<file path="config.mk">
export PLATFORM = sky130hd
export DESIGN_NAME = pio_rx_uart
export DESIGN_NICKNAME = d
export VERILOG_FILES = /design/src/rtl/pio_pkg.sv /design/src/rtl/uart_tx_8n1.sv /design/src/rtl/pio_rx_uart.sv
export SDC_FILE = /design/constraint.sdc
export NUM_CORES = 1
export LEC_CHECK = 0
export BUFFER_PORTS_ARGS = -buffer_cell sky130_fd_sc_hd__buf_2
export CAP_MARGIN = 10
export CORE_MARGIN = 8
export CORE_UTILIZATION = 50
export CTS_CLUSTER_DIAMETER = 50
export DETAILED_ROUTE_END_ITERATION = 8
export HOLD_SLACK_MARGIN = 0.05
export PLACE_DENSITY = 0.74
export REMOVE_ABC_BUFFERS = 1
export SLEW_MARGIN = 20
export SYNTH_ARGS = -nofsm -noshare
export SYNTH_HDL_FRONTEND = slang
export SYNTH_SLANG_ARGS = --single-unit
</file>
<file path="constraint.sdc">
create_clock -name clk -period 1.9 [get_ports clk]
set_input_delay 0.19 -clock clk [delete_from_list [all_inputs] [get_ports clk]]
set_output_delay 0.19 -clock clk [all_outputs]
set_load 0.1 [all_outputs]
</file>
<file path="src/rtl/pio_pkg.sv">
// Shared PIO definitions: command action codes, machine count and the drain FSM states.
package pio_pkg;

  localparam int unsigned NUM_SM = 4;
  localparam int unsigned SM_W   = $clog2(NUM_SM);

  localparam logic [5:0] ACT_NONE      = 6'd0;
  localparam logic [5:0] ACT_LOAD_PROG = 6'd1;
  localparam logic [5:0] ACT_PULL_RX   = 6'd4;
  localparam logic [5:0] ACT_EXEC      = 6'd9;

  typedef enum logic [2:0] {
    SCAN  = 3'd0,
    REQ   = 3'd1,
    ISSUE = 3'd2,
    WAIT  = 3'd3,
    SEND  = 3'd4
  } state_e;

  // Machine index `off` positions after `base`, wrapping around NUM_SM.
  function automatic logic [SM_W-1:0] wrap_idx(input logic [SM_W-1:0] base,
                                               input int unsigned     off);
    int unsigned sum;
    sum = 32'(base) + off;
    return SM_W'(sum % NUM_SM);
  endfunction

endpackage

</file>
<file path="src/rtl/uart_tx_8n1.sv">
// 8N1 UART transmitter with a byte valid/ready handshake; a byte offered during the
// last stop-bit cycle is taken immediately so consecutive bytes leave with no idle gap.
module uart_tx_8n1 #(
  parameter int unsigned CLKS_PER_BIT = 217
) (
  input  logic       clk,
  input  logic       n_reset,
  input  logic       valid,
  input  logic [7:0] data,
  output logic       ready,
  output logic       tx
);

  localparam int unsigned CNT_W = $clog2(CLKS_PER_BIT);

  logic             active_q, active_d;
  logic             tx_q, tx_d;
  logic [7:0]       data_q, data_d;
  logic [3:0]       bit_q, bit_d;
  logic [CNT_W-1:0] cnt_q, cnt_d;
  logic             bit_end_s;
  logic             last_s;

  assign bit_end_s = (cnt_q == CNT_W'(CLKS_PER_BIT - 1));
  assign last_s    = active_q && (bit_q == 4'd9) && bit_end_s;
  assign ready     = !active_q || last_s;
  assign tx        = tx_q;

  // bit_q: 0 = start, 1..8 = data bits 0..7, 9 = stop.
  always_comb begin
    active_d = active_q;
    tx_d     = tx_q;
    data_d   = data_q;
    bit_d    = bit_q;
    cnt_d    = cnt_q;
    if (valid && ready) begin
      active_d = 1'b1;
      tx_d     = 1'b0;
      data_d   = data;
      bit_d    = 4'd0;
      cnt_d    = CNT_W'(0);
    end else if (active_q) begin
      if (bit_end_s) begin
        cnt_d = CNT_W'(0);
        if (bit_q == 4'd9) begin
          active_d = 1'b0;
          tx_d     = 1'b1;
        end else begin
          bit_d = bit_q + 4'd1;
          tx_d  = (bit_q == 4'd8) ? 1'b1 : data_q[bit_q[2:0]];
        end
      end else begin
        cnt_d = cnt_q + CNT_W'(1);
      end
    end else begin
      tx_d = 1'b1;
    end
  end

  always_ff @(posedge clk or negedge n_reset) begin
    if (!n_reset) begin
      active_q <= 1'b0;
      tx_q     <= 1'b1;
      data_q   <= 8'h00;
      bit_q    <= 4'd0;
      cnt_q    <= CNT_W'(0);
    end else begin
      active_q <= active_d;
      tx_q     <= tx_d;
      data_q   <= data_d;
      bit_q    <= bit_d;
      cnt_q    <= cnt_d;
    end
  end

endmodule

</file>
<file path="src/rtl/pio_rx_uart.sv">
// Drains PIO RX FIFOs round-robin over the shared command bus and streams each word
// out LSB byte first as 8N1 UART. Define PIO_RX_UART_TAG_EN to prefix a machine tag byte.
module pio_rx_uart
  import pio_pkg::*;
#(
  parameter int unsigned CLKS_PER_BIT = 217,
  parameter int unsigned READ_LATENCY = 1,
  parameter logic [5:0]  PULL_ACTION  = ACT_PULL_RX
) (
  input  logic              clk,
  input  logic              n_reset,
  input  logic [NUM_SM-1:0] rx_empty,
  input  logic [31:0]       dout,
  input  logic              bus_gnt,
  output logic              bus_req,
  output logic [5:0]        action,
  output logic [SM_W-1:0]   mindex,
  output logic              tx,
  output logic              busy
);

`ifdef PIO_RX_UART_TAG_EN
  localparam int unsigned NBYTES = 5;
`else
  localparam int unsigned NBYTES = 4;
`endif
  localparam int unsigned BC_W  = $clog2(NBYTES + 1);
  localparam int unsigned LAT_W = (READ_LATENCY > 1) ? $clog2(READ_LATENCY) : 1;

  state_e            state_q, state_d;
  logic [SM_W-1:0]   ptr_q, ptr_d;
  logic [SM_W-1:0]   mindex_q, mindex_d;
  logic              bus_req_q, bus_req_d;
  logic [5:0]        action_q, action_d;
  logic              busy_q, busy_d;
  logic [LAT_W-1:0]  lat_q, lat_d;
  logic [31:0]       word_q, word_d;
  logic [BC_W-1:0]   bcnt_q, bcnt_d;

  logic              hit_s;
  logic [SM_W-1:0]   hit_idx_s;
  logic              tag_s;
  logic [7:0]        byte_s;
  logic              u_valid_s;
  logic              u_ready_s;

`ifdef PIO_RX_UART_TAG_EN
  assign tag_s  = (bcnt_q == BC_W'(0));
  assign byte_s = tag_s ? {4'hA, 2'b00, mindex_q} : word_q[7:0];
`else
  assign tag_s  = 1'b0;
  assign byte_s = word_q[7:0];
`endif

  assign u_valid_s = (state_q == SEND) && (bcnt_q != BC_W'(NBYTES));
  assign bus_req   = bus_req_q;
  assign action    = action_q;
  assign mindex    = mindex_q;
  assign busy      = busy_q;

  // First non-empty machine at or after the scan pointer, with wrap-around.
  always_comb begin
    hit_s     = 1'b0;
    hit_idx_s = ptr_q;
    for (int i = 0; i < int'(NUM_SM); i++) begin
      if (!hit_s && !rx_empty[wrap_idx(ptr_q, i)]) begin
        hit_s     = 1'b1;
        hit_idx_s = wrap_idx(ptr_q, i);
      end else begin
        hit_s = hit_s;
      end
    end
  end

  always_comb begin
    state_d   = state_q;
    ptr_d     = ptr_q;
    mindex_d  = mindex_q;
    bus_req_d = bus_req_q;
    action_d  = ACT_NONE;
    busy_d    = busy_q;
    lat_d     = lat_q;
    word_d    = word_q;
    bcnt_d    = bcnt_q;
    case (state_q)
      SCAN: begin
        if (hit_s) begin
          mindex_d  = hit_idx_s;
          bus_req_d = 1'b1;
          state_d   = REQ;
        end else begin
          bus_req_d = 1'b0;
        end
      end
      REQ: begin
        // Re-check emptiness every cycle so an empty FIFO is never popped.
        if (rx_empty[mindex_q]) begin
          bus_req_d = 1'b0;
          state_d   = SCAN;
        end else if (bus_gnt) begin
          action_d = PULL_ACTION;
          state_d  = ISSUE;
        end else begin
          bus_req_d = 1'b1;
        end
      end
      ISSUE: begin
        bus_req_d = 1'b0;
        busy_d    = 1'b1;
        lat_d     = LAT_W'(0);
        state_d   = WAIT;
      end
      WAIT: begin
        if (lat_q == LAT_W'(READ_LATENCY - 1)) begin
          word_d  = dout;
          bcnt_d  = BC_W'(0);
          state_d = SEND;
        end else begin
          lat_d = lat_q + LAT_W'(1);
        end
      end
      SEND: begin
        if (u_valid_s && u_ready_s) begin
          bcnt_d = bcnt_q + BC_W'(1);
          word_d = tag_s ? word_q : {8'h00, word_q[31:8]};
        end else if ((bcnt_q == BC_W'(NBYTES)) && u_ready_s) begin
          busy_d  = 1'b0;
          ptr_d   = wrap_idx(mindex_q, 1);
          state_d = SCAN;
        end else begin
          bcnt_d = bcnt_q;
        end
      end
      default: begin
        state_d   = SCAN;
        bus_req_d = 1'b0;
        busy_d    = 1'b0;
      end
    endcase
  end

  always_ff @(posedge clk or negedge n_reset) begin
    if (!n_reset) begin
      state_q   <= SCAN;
      ptr_q     <= SM_W'(0);
      mindex_q  <= SM_W'(0);
      bus_req_q <= 1'b0;
      action_q  <= ACT_NONE;
      busy_q    <= 1'b0;
      lat_q     <= LAT_W'(0);
      word_q    <= 32'h0000_0000;
      bcnt_q    <= BC_W'(0);
    end else begin
      state_q   <= state_d;
      ptr_q     <= ptr_d;
      mindex_q  <= mindex_d;
      bus_req_q <= bus_req_d;
      action_q  <= action_d;
      busy_q    <= busy_d;
      lat_q     <= lat_d;
      word_q    <= word_d;
      bcnt_q    <= bcnt_d;
    end
  end

  uart_tx_8n1 #(
    .CLKS_PER_BIT(CLKS_PER_BIT)
  ) u_uart_tx (
    .clk    (clk),
    .n_reset(n_reset),
    .valid  (u_valid_s),
    .data   (byte_s),
    .ready  (u_ready_s),
    .tx     (tx)
  );

endmodule

</file>
==> reports/results.ini <==
[synth]
synthArstFlopShare_pct = 100.0
synth.top_cell.area_share_pct = 47.35
postSynthAreaPerCell_um2 = 11.33
ys_top_cells_by_count = 66 x dfrtp_1, 58 x mux2_2, 32 x nand2_1
synth_area_leaders = dfrtp_1 47%, mux2_2 19%, o21ai_0 3.6%
synth.distinct_cells = 46
syn-instance-count = 308
ys_ff_latch = 67
ys_warn_count = 0
synth_ff_type = dfrtp_1
yosysTopAreaCell = dfrtp_1
ys_seq_area_share_pct = 48.10
synth-edff-count = 0
syn_area_mm2 = 0.003488
synth.most_common_cell = dfrtp_1

[setup_path]
cpMaxStageDelayCell = dfrtp_1
path_cells = inv_2, ha_2, and3b_2, a31oi_4, o21ai_4, buf_12, mux2_2
start_kind = register
crit_required_ns = 2.12
cp_max_fo = 25
worst-endpoint-arrival_ns = 2.05
worstSetupPathType = register to register
slowest_delay_ns = 0.39
end_kind = register

[grt]
grt_max_degree = 52
grt_pass1_wl_um = 12700
grt_pass1_vias = 2692
grt_usage_pct = 15.98
overflow = 0
antenna_found_initial = 0

[place]
dp.cells = 441
dpl-instance-area_mm2 = 0.003909
gp_congestion = 0.7967
port-buffer-count = 44
hpwl_um = 5102

[outcome]
run_status = complete, no violations

[final_layout]
nNetsFinal = 426
n_antenna_cell = 0
instances_no_fill = 465
multi_input_area_mm2 = 0.001665
register_area_mm2 = 0.001678
area_growth_pct = 19.48
fillers = 557
final_area_mm2 = 0.004168
final_layout_size_suffix_gt1_share_pct = 40.26

[sta]
finalCritPeriodShare_pct = 96.45
drv_slew = 0
worst_pin_slew_ns = 0.8655
setup_tns_ns = 0
rsz0062_at_grt = yes
setup_viol = 0
clock.fmax_ghz = 0.5457
timing.slew.headroom_pct = 42.09
hold_viol = 0
finClkSkew_ns = 0.01049
period_needed_ns = 1.833

[routing]
ant_nets = 0
dr.first_iter.drc_count = 83
drc = 0
vias_per_cell = 5.505
vias = 2560
drt-pass1-iter-count = 4
wl_per_cell_um = 15.55
finalWirelength_um = 7233

[power_and_ir_drop]
powerDensity_mw_per_mm2 = 1325
leakagePower_uw = 0.001883
peakVddDrop_uv = 931.0

[clocking]
path_clk_slew_ns = 0.07
cts_sinks = 67
cts_root_buf = clkbuf_8
clock_path_buffers = 2
cts_max_level = 3
cts_tree = yes
cts_inserted_buffers = 9
clk_latency_ns = 0.34

[die]
die_h_um = 99.53
io_pins = 50
num_rows = 30
die_w_um = 99.53
die_area_mm2 = 0.009905
start_util_pct = 51.63
coreArea_mm2 = 0.006756

[job]
max_cap_violations = 0

[hold_path]
hold_class = primary input to register

## per-layer routing
layer	vias up	wire length, um	global-route usage (%)
met5	-	0	0
met4	0	103	5.588
met3	9	384	4.958
met2	71	3672	26.86
met1	1248	3074	18.82
li1	1232	-	-
## cell usage in the layout (no fill, tap or decap), types with 12 or more instances in the layout
cell type and instances:
dfrtp_1 66, mux2_2 58, buf_2 44, nand2_1 32
o21ai_0 24, buf_4 18, nor2_1 13, a21oi_1 12
## cells by family (layout without fill, tap and decap cells)
family	after synthesis	after routing	synth area share, %
AOI/OAI and AO/OA	56	56	10.47
xor gates and xnor gates	1	1	0.2511
adders and majority gates	7	7	2.511
buffers and inverters	27	100	4.699
DFF	67	67	48.10
muxes	64	64	21.52
other	1	5	0.1075
and+or+nand+nor	85	85	12.34
## power by group
group / switching [uW] / internal, uW
Sequential: 329 / 1970
Combinational: 1190 / 968
Clock: 548 / 508
## cell type report
type / count / area share, %
Sequential cell: 67 / 40.26
Timing Repair Buffer: 73 / 12.13
Clock inverter: 6 / 0.9607
Tap cell: 80 / 2.402
Multi-Input combinational cell: 218 / 39.96
Inverter: 11 / 0.9907
Clock buffer: 10 / 3.302
## through the flow
step           util (%)  hold slack [ns]  setup WS, ns  power (uW)
2_1_floorplan         -          -0.1056       -0.8249        3826
3_3_place_gp      57.85           0.1430       0.09212        4383
3_5_place_dp      57.85           0.1437       0.04015        4476
4_1_cts           61.52          0.05336      0.006526        5559
5_1_grt           61.69          0.07476     -0.007470        5883
6_report          61.69          0.06541       0.06749        5521
## repair_timing
item | CTS | global route
hold endpoints to repair | 21 | 0
setup buffers | 0 | 1
hold buffers | 7 | 0
endpoints found under the setup margin | 0 | 36
resized for setup | 0 | 4
## path summary, 6_finish.rpt
kind	start	end	slack (ns)	depth (start not counted)
setup / recovery	u_uart_tx.bit_q[1]	word_q[12]	0.07	7
max in group asynchronous	n_reset	u_uart_tx.data_q[6]	0.99	3
setup reg to reg	u_uart_tx.bit_q[1]	word_q[12]	0.07	7
hold reg to reg	word_q[18]	word_q[18]	0.51	1
min in group asynchronous	n_reset	mindex[1]	0.30	2
hold / removal	dout[24]	word_q[24]	0.07	3
## registers in the layout (all words and copies together), names as in the netlist
register	flops
busy	1
bus_req	1
ptr_q	2
word_q	32
action	1
mindex	2
u_uart_tx.data_q	8
u_uart_tx.active_q	1
u_uart_tx.bit_q	4
bcnt_q	3
u_uart_tx.cnt_q	8
state_q	3
u_uart_tx.tx	1
## critical path: cells and delay by family, from the launching register on
family / cells / cell delay, ns
flip-flops: 1 / 0.39
AO/OA/AOI/OAI: 2 / 0.29
adder cells (fa/ha/maj): 1 / 0.17
buffers and inverters: 2 / 0.25
multiplexers: 1 / 0.36
AND/OR/NAND/NOR: 1 / 0.24
(Power assumes the default switching activity.)
